### config.mk
export PLATFORM = sky130hd
export DESIGN_NAME = sprite_evaluator
export DESIGN_NICKNAME = d
export VERILOG_FILES = /design/src/rtl/sprite_evaluator.sv
export SDC_FILE = /design/constraint.sdc
export NUM_CORES = 1
export LEC_CHECK = 0
export ABC_AREA = 1
export CELL_PAD_IN_SITES_DETAIL_PLACEMENT = 1
export CELL_PAD_IN_SITES_GLOBAL_PLACEMENT = 1
export CORE_ASPECT_RATIO = 2
export CORE_MARGIN = 4
export CORE_UTILIZATION = 34
export DETAILED_ROUTE_END_ITERATION = 16
export PLACE_DENSITY = 0.91
export RECOVER_POWER = 50
export SLEW_MARGIN = 10
export SYNTH_ARGS = -nofsm -noshare
export SYNTH_HDL_FRONTEND = slang
export SYNTH_SLANG_ARGS = --single-unit
### constraint.sdc
create_clock -name clock -period 4.47 [get_ports clock]
set_clock_uncertainty 0.1 [all_clocks]
set_input_delay 1.1175 -clock clock [delete_from_list [all_inputs] [get_ports clock]]
set_output_delay 1.1175 -clock clock [all_outputs]
set_load 0.1 [all_outputs]
### src/rtl/sprite_evaluator.sv
// Per-scanline sprite evaluation: clears secondary OAM, scans primary OAM, copies in-range sprites.
// Optional macro OVERFLOW_BUG_EN reproduces the diagonal-byte overflow scan of the original PPU.
`timescale 1ns/1ps
module sprite_evaluator #(
  parameter int SPRITES_MAX = 8,
  parameter int OAM_ENTRIES = 64
) (
  input  logic       clock,
  input  logic       reset_n,
  input  logic       clock_EN,
  input  logic       start,
  input  logic       rendering_en,
  input  logic [8:0] scanline,
  input  logic       sprite_size_16,
  input  logic       overflow_clear,
  output logic [7:0] oam_address,
  input  logic [7:0] oam_dataIn,
  output logic       sec_write,
  output logic [4:0] sec_address,
  output logic [7:0] sec_dataOut,
  output logic [3:0] sprite_count,
  output logic       sprite_zero_in_range,
  output logic       sprite_overflow,
  output logic       busy,
  output logic       done
);

  typedef enum logic [2:0] {
    S_IDLE, S_CLEAR, S_EVAL_Y, S_COPY, S_OVF_SCAN, S_DONE
  } state_t;

  localparam logic [3:0] CNT_MAX = 4'(SPRITES_MAX);
  localparam logic [4:0] C_LAST  = 5'(4 * SPRITES_MAX - 1);
  localparam logic [5:0] N_LAST  = 6'(OAM_ENTRIES - 1);

  state_t     state_q, state_d;
  logic [5:0] n_q, n_d;
  logic [1:0] m_q, m_d;
  logic [4:0] c_q, c_d;
  logic [3:0] count_q, count_d;
  logic       zero_q, zero_d;
  logic       ovf_q, ovf_d;
  logic       ovf_set;
  logic       wr_req;

  // Whatever byte is on the OAM bus is tested as a Y coordinate.
  logic [9:0] diff;
  logic [9:0] height;
  logic       in_range;

  assign diff     = {1'b0, scanline} - {2'b00, oam_dataIn};
  assign height   = sprite_size_16 ? 10'd16 : 10'd8;
  assign in_range = ~diff[9] && (diff < height);

  always_comb begin
    state_d     = state_q;
    n_d         = n_q;
    m_d         = m_q;
    c_d         = c_q;
    count_d     = count_q;
    zero_d      = zero_q;
    ovf_set     = 1'b0;
    wr_req      = 1'b0;
    oam_address = 8'd0;
    sec_address = 5'd0;
    sec_dataOut = 8'd0;

    case (state_q)
      S_CLEAR: begin
        wr_req      = 1'b1;
        sec_address = c_q;
        sec_dataOut = 8'hFF;
        c_d         = c_q + 5'd1;
        if (c_q == C_LAST) begin
          state_d = S_EVAL_Y;
          n_d     = 6'd0;
          m_d     = 2'd0;
        end
      end

      S_EVAL_Y: begin
        oam_address = {n_q, 2'b00};
        if (in_range && (count_q < CNT_MAX)) begin
          wr_req      = 1'b1;
          sec_address = {count_q[2:0], 2'b00};
          sec_dataOut = oam_dataIn;
          if (n_q == 6'd0) zero_d = 1'b1;
          m_d     = 2'd1;
          state_d = S_COPY;
        end else begin
          n_d = n_q + 6'd1;
          if (n_q == N_LAST) state_d = S_DONE;
        end
      end

      S_COPY: begin
        oam_address = {n_q, m_q};
        wr_req      = 1'b1;
        sec_address = {count_q[2:0], m_q};
        sec_dataOut = oam_dataIn;
        m_d         = m_q + 2'd1;
        if (m_q == 2'd3) begin
          count_d = count_q + 4'd1;
          n_d     = n_q + 6'd1;
          if (n_q == N_LAST)                    state_d = S_DONE;
          else if (count_q + 4'd1 == CNT_MAX)   state_d = S_OVF_SCAN;
          else                                  state_d = S_EVAL_Y;
        end
      end

      S_OVF_SCAN: begin
        oam_address = {n_q, m_q};
        if (in_range) begin
          ovf_set = 1'b1;
          state_d = S_DONE;
        end else begin
          n_d = n_q + 6'd1;
`ifdef OVERFLOW_BUG_EN
          m_d = m_q + 2'd1;
`else
          m_d = 2'd0;
`endif
          if (n_q == N_LAST) state_d = S_DONE;
        end
      end

      S_DONE:  state_d = S_IDLE;
      S_IDLE:  state_d = S_IDLE;
      default: state_d = S_IDLE;
    endcase

    // A start restarts from any state; overflow deliberately survives it.
    if (start && rendering_en) begin
      state_d = S_CLEAR;
      c_d     = 5'd0;
      n_d     = 6'd0;
      m_d     = 2'd0;
      count_d = 4'd0;
      zero_d  = 1'b0;
    end

    // Rendering off aborts silently; results gathered so far are kept as-is.
    if (!rendering_en) begin
      state_d = S_IDLE;
      count_d = count_q;
      zero_d  = zero_q;
      ovf_set = 1'b0;
    end

    if (ovf_set)             ovf_d = 1'b1;
    else if (overflow_clear) ovf_d = 1'b0;
    else                     ovf_d = ovf_q;
  end

  always_ff @(posedge clock or negedge reset_n) begin
    if (!reset_n) begin
      state_q <= S_IDLE;
      n_q     <= 6'd0;
      m_q     <= 2'd0;
      c_q     <= 5'd0;
      count_q <= 4'd0;
      zero_q  <= 1'b0;
      ovf_q   <= 1'b0;
    end else if (clock_EN) begin
      state_q <= state_d;
      n_q     <= n_d;
      m_q     <= m_d;
      c_q     <= c_d;
      count_q <= count_d;
      zero_q  <= zero_d;
      ovf_q   <= ovf_d;
    end
  end

  assign sec_write            = wr_req & rendering_en;
  assign sprite_count         = count_q;
  assign sprite_zero_in_range = zero_q;
  assign sprite_overflow      = ovf_q;
  assign done                 = (state_q == S_DONE);
  assign busy                 = (state_q == S_CLEAR) || (state_q == S_EVAL_Y) ||
                                (state_q == S_COPY)  || (state_q == S_OVF_SCAN);

endmodule

==> Implementation_results.wiki <==
{| class="wikitable"
! Metric !! Value
|-
| H-tree depth || 1
|-
| WHS Endpoint || sprite_overflow$_DFFE_PN0P_
|-
| Reg-to-Reg Start || state_q[0]$_DFFE_PN0P_
|-
| Die boundary width || roughly 65 um
|-
| Sum of overflow across all layers after global routing || 0
|-
| Highest-utilization routing layer at the global route stage || met2
|-
| Core region area || between 0.006 and 0.007 mm2
|-
| Most common library cell in the layout ignoring fill and taps || nand2_1
|-
| Maximum number of pins on one net before global-route repair || 23
|-
| Most frequent cells in the layout || nand2_1 (69), inv_1 (47), buf_4 (39), nand2_2 (26)
|-
| Routed vias/inst || roughly 5.4
|-
| Min Clock Period, post-route || between 4000 and 5000 ps
|-
| Max-cap violations || 0
|-
| M2 GR Usage || 52.4%
|-
| Worst reg2reg path depth || 9
|-
| Total routing usage reported by global routing || 27.0%
|-
| Sum Neg Setup Slack || -683 ps
|-
| Global routing usage on met3 || under 10%
|-
| Reg2reg end || state_q[0]$_DFFE_PN0P_
|-
| Routed via count || 2744
|-
| Number of global-route vias before repair || between 3000 and 4000
|-
| Clock latency on the worst-skew pair || ~270 ps
|-
| CTS Sinks || 22
|-
| First-pass GRT wire length || ~16000 um
|-
| Height of the die || 121 um
|-
| Fraction of final layout cells with drive strength greater than 1 || between 30% and 40%
|-
| P&R area growth vs syn || 60.7%
|-
| DRC viols || 0
|-
| Clock buffer count from CTS || 3
|-
| Cell type with the largest total area after synthesis || dfrtp_1
|-
| Relative slew slack || between 20% and 30%
|-
| Placer congestion estimate || 0.923
|-
| Overall power after layout || slightly below 0.9 mW
|-
| Sequential cell area fraction in the yosys report || around a quarter
|-
| Count of warnings emitted by yosys || 0
|-
| Required time of the critical path || about 3300 ps
|-
| Master cell of the clock root buffer || clkbuf_16
|-
| Placement Setup Slack || -361 ps
|-
| Final routed wire length divided by cell count || between 20 and 25 um
|-
| Post-detailed-placement cell area || approximately 0.0031 mm2
|-
| Least-Margin Pin Slew || 1120 ps
|-
| Number of antenna violations at the first check in global routing || 0
|-
| Synth cell types || 32
|-
| Final Hold Viols || 0
|-
| Drt first pass iters || 4
|-
| Setup-violating endpoint count in the final report || 12
|-
| Violated checks || setup timing
|-
| Number of diodes || 0
|-
| Data arrival, critical path || around 3300 ps
|-
| CTS tree || done
|-
| Syn Inst Count || around 340
|-
| Die Area || about 0.008 mm2
|-
| Top achievable clock speed || roughly 220 MHz
|-
| Setup repair after global routing missed its margin || yes
|-
| Core utilization of the finished layout || between 50% and 60%
|-
| Finished layout cell area || between 0.003 and 0.004 mm2
|-
| Initial drt markers || 104
|-
| HP Start || sprite_overflow$_DFFE_PN0P_
|-
| Critical Setup Path Class || in2out
|-
| DP HPWL || 6540 um
|-
| Total length of routed wires || approximately 11000 um
|-
| Synth top area cells || dfrtp_1 (25%), nand2_1 (16%), inv_1 (10%)
|-
| Clock transition at path regs || 60 ps
|-
| Power density over the cells || between 200 and 250 mW/mm2
|-
| FP Rows || a little over 40
|-
| Leakage power figure || roughly 1.7 nW
|-
| Reg-to-reg setup timing slack || between 2000 and 2500 ps
|-
| Count of non-filler cells in the finished layout || between 500 and 600
|-
| Total instance count after detailed placement || between 400 and 500
|-
| Max Fanout on Critical Path || 5
|-
| Tcrit/Tclk final || 102%
|-
| Sort of element at the end of the critical path || output port
|-
| Effective utilization at floorplan || 34.9%
|-
| Synthesized netlist net count || 380
|-
| Post-synthesis instance area || approximately 0.0022 mm2
|-
| Post-route ant nets || 0
|-
| Status || complete, but fails checks
|-
| Hold Path Class || reg2reg
|-
| Clock tree buffer depth || 2
|-
| Cell depth of the worst hold path || 2
|-
| PortBufs || 53
|-
| Worst hold-check slack || between 300 and 400 ps
|-
| Worst IR drop on VDD || between 0.1 and 0.15 mV
|-
| Share of the synthesized area in the top cell type || 25.2%
|-
| Top-Level Pins || 54
|-
| CP startpoint kind || primary input
|-
| Flip-flop and latch count after synthesis || 22
|-
| Syn_area_per_cell || ~6.4 um2
|-
| Met1 track demand over resource || around 24%
|-
| Count of pins over their slew limit || 0
|-
| Least setup slack across all paths after layout || -92.0 ps
|-
| Fin nets || between 400 and 500
|-
| CTS Hold Bufs || 0
|}
flip-flops by register name, indices dropped and copies added (netlist names):
register / count
n_q: 6
c_q: 5
sprite_count: 4
state_q: 3
m_q: 2
sprite_overflow: 1
sprite_zero_in_range: 1
worst max-delay path by stage:
stage          slack (ps)  cells past startpoint        endpoint     startpoint
2_1_floorplan        -320                     14  sec_dataOut[0]  oam_dataIn[2]
3_3_place_gp         -290                     16  sec_dataOut[0]  oam_dataIn[3]
3_5_place_dp         -360                     16  sec_dataOut[0]  oam_dataIn[2]
4_1_cts                 2                     15       sec_write    scanline[1]
5_1_grt              -160                     15  sec_dataOut[0]    scanline[1]
6_report              -90                     15  sec_dataOut[1]    scanline[1]
metal layers:
metal	part of all wire, %	vias up
met2	56	117
met4	7.7	0
met1	33	1323
met3	3.6	56
li1	-	1248
met5	0	-
logic make-up after synthesis:
logic type	Yosys count	synth area share, %
adders and majority gates	14	8.01
xor gates and xnor gates	9	3.60
AOI/OAI and AO/OA	51	12.1
and+or+nand+nor	174	38.3
DFF	22	25.2
buffers and inverters	72	12.8
Yosys cell counts:
| library cell | count |
|---|---|
| o22ai_1 | 3 |
| buf_6 | 1 |
| clkinv_1 | 1 |
| nand3_1 | 23 |
| nand4_4 | 1 |
| o21ai_1 | 5 |
| nor2_1 | 23 |
| nor2_4 | 5 |
| nand4_1 | 2 |
| nand4_2 | 1 |
| nand3b_1 | 1 |
| a31oi_1 | 1 |
| xnor2_1 | 1 |
| nor2_2 | 2 |
| nor3_1 | 10 |
| nand3_2 | 3 |
| nor3_2 | 4 |
| ha_1 | 14 |
| a21oi_1 | 16 |
| clkbuf_1 | 3 |
| inv_2 | 7 |
| buf_2 | 2 |
| nand2_1 | 95 |
| nand2_2 | 2 |
| inv_1 | 58 |
| o31ai_1 | 1 |
| dfrtp_1 | 22 |
| or2_2 | 1 |
| xor2_1 | 8 |
| o21ai_0 | 24 |
| nand3_4 | 1 |
| o21bai_1 | 1 |
power breakdown:
group          internal (mW)  total (mW)  switching, mW
logic                  0.136       0.407          0.271
clock network          0.137       0.221         0.0835
registers              0.221       0.248         0.0268
total                  0.495       0.876          0.381
area by class of cell:
type | count | area, um2
inverters | 66 | 253
well taps | 86 | 108
fillers | 791 | 2740
repair buffers | 83 | 861
clock buffers | 4 | 88.8
flip-flops and latches | 22 | 551
multi-input cells | 248 | 1650
critical path, stage by stage:
cell	delay, ps
buf_2	120
ha_4	270
nand2_2	70
nand2_2	100
nand2_2	60
nand2_2	80
xor2_1	210
ha_1	280
nand2_2	80
nand2_2	70
nor2_4	140
nand4_4	170
buf_12	220
a21oi_4	160
buf_12	200
repair_timing:
| item | 4_1_cts | 5_1_grt |
|---|---|---|
| pin swaps | 29 | 29 |
| setup endpoints to repair | 12 | 12 |
| buffers inserted | 10 | 0 |
| gates resized for setup | 65 | 37 |
| gates cloned | 1 | 0 |
Note: power is estimated with default switching activity, not from simulation.
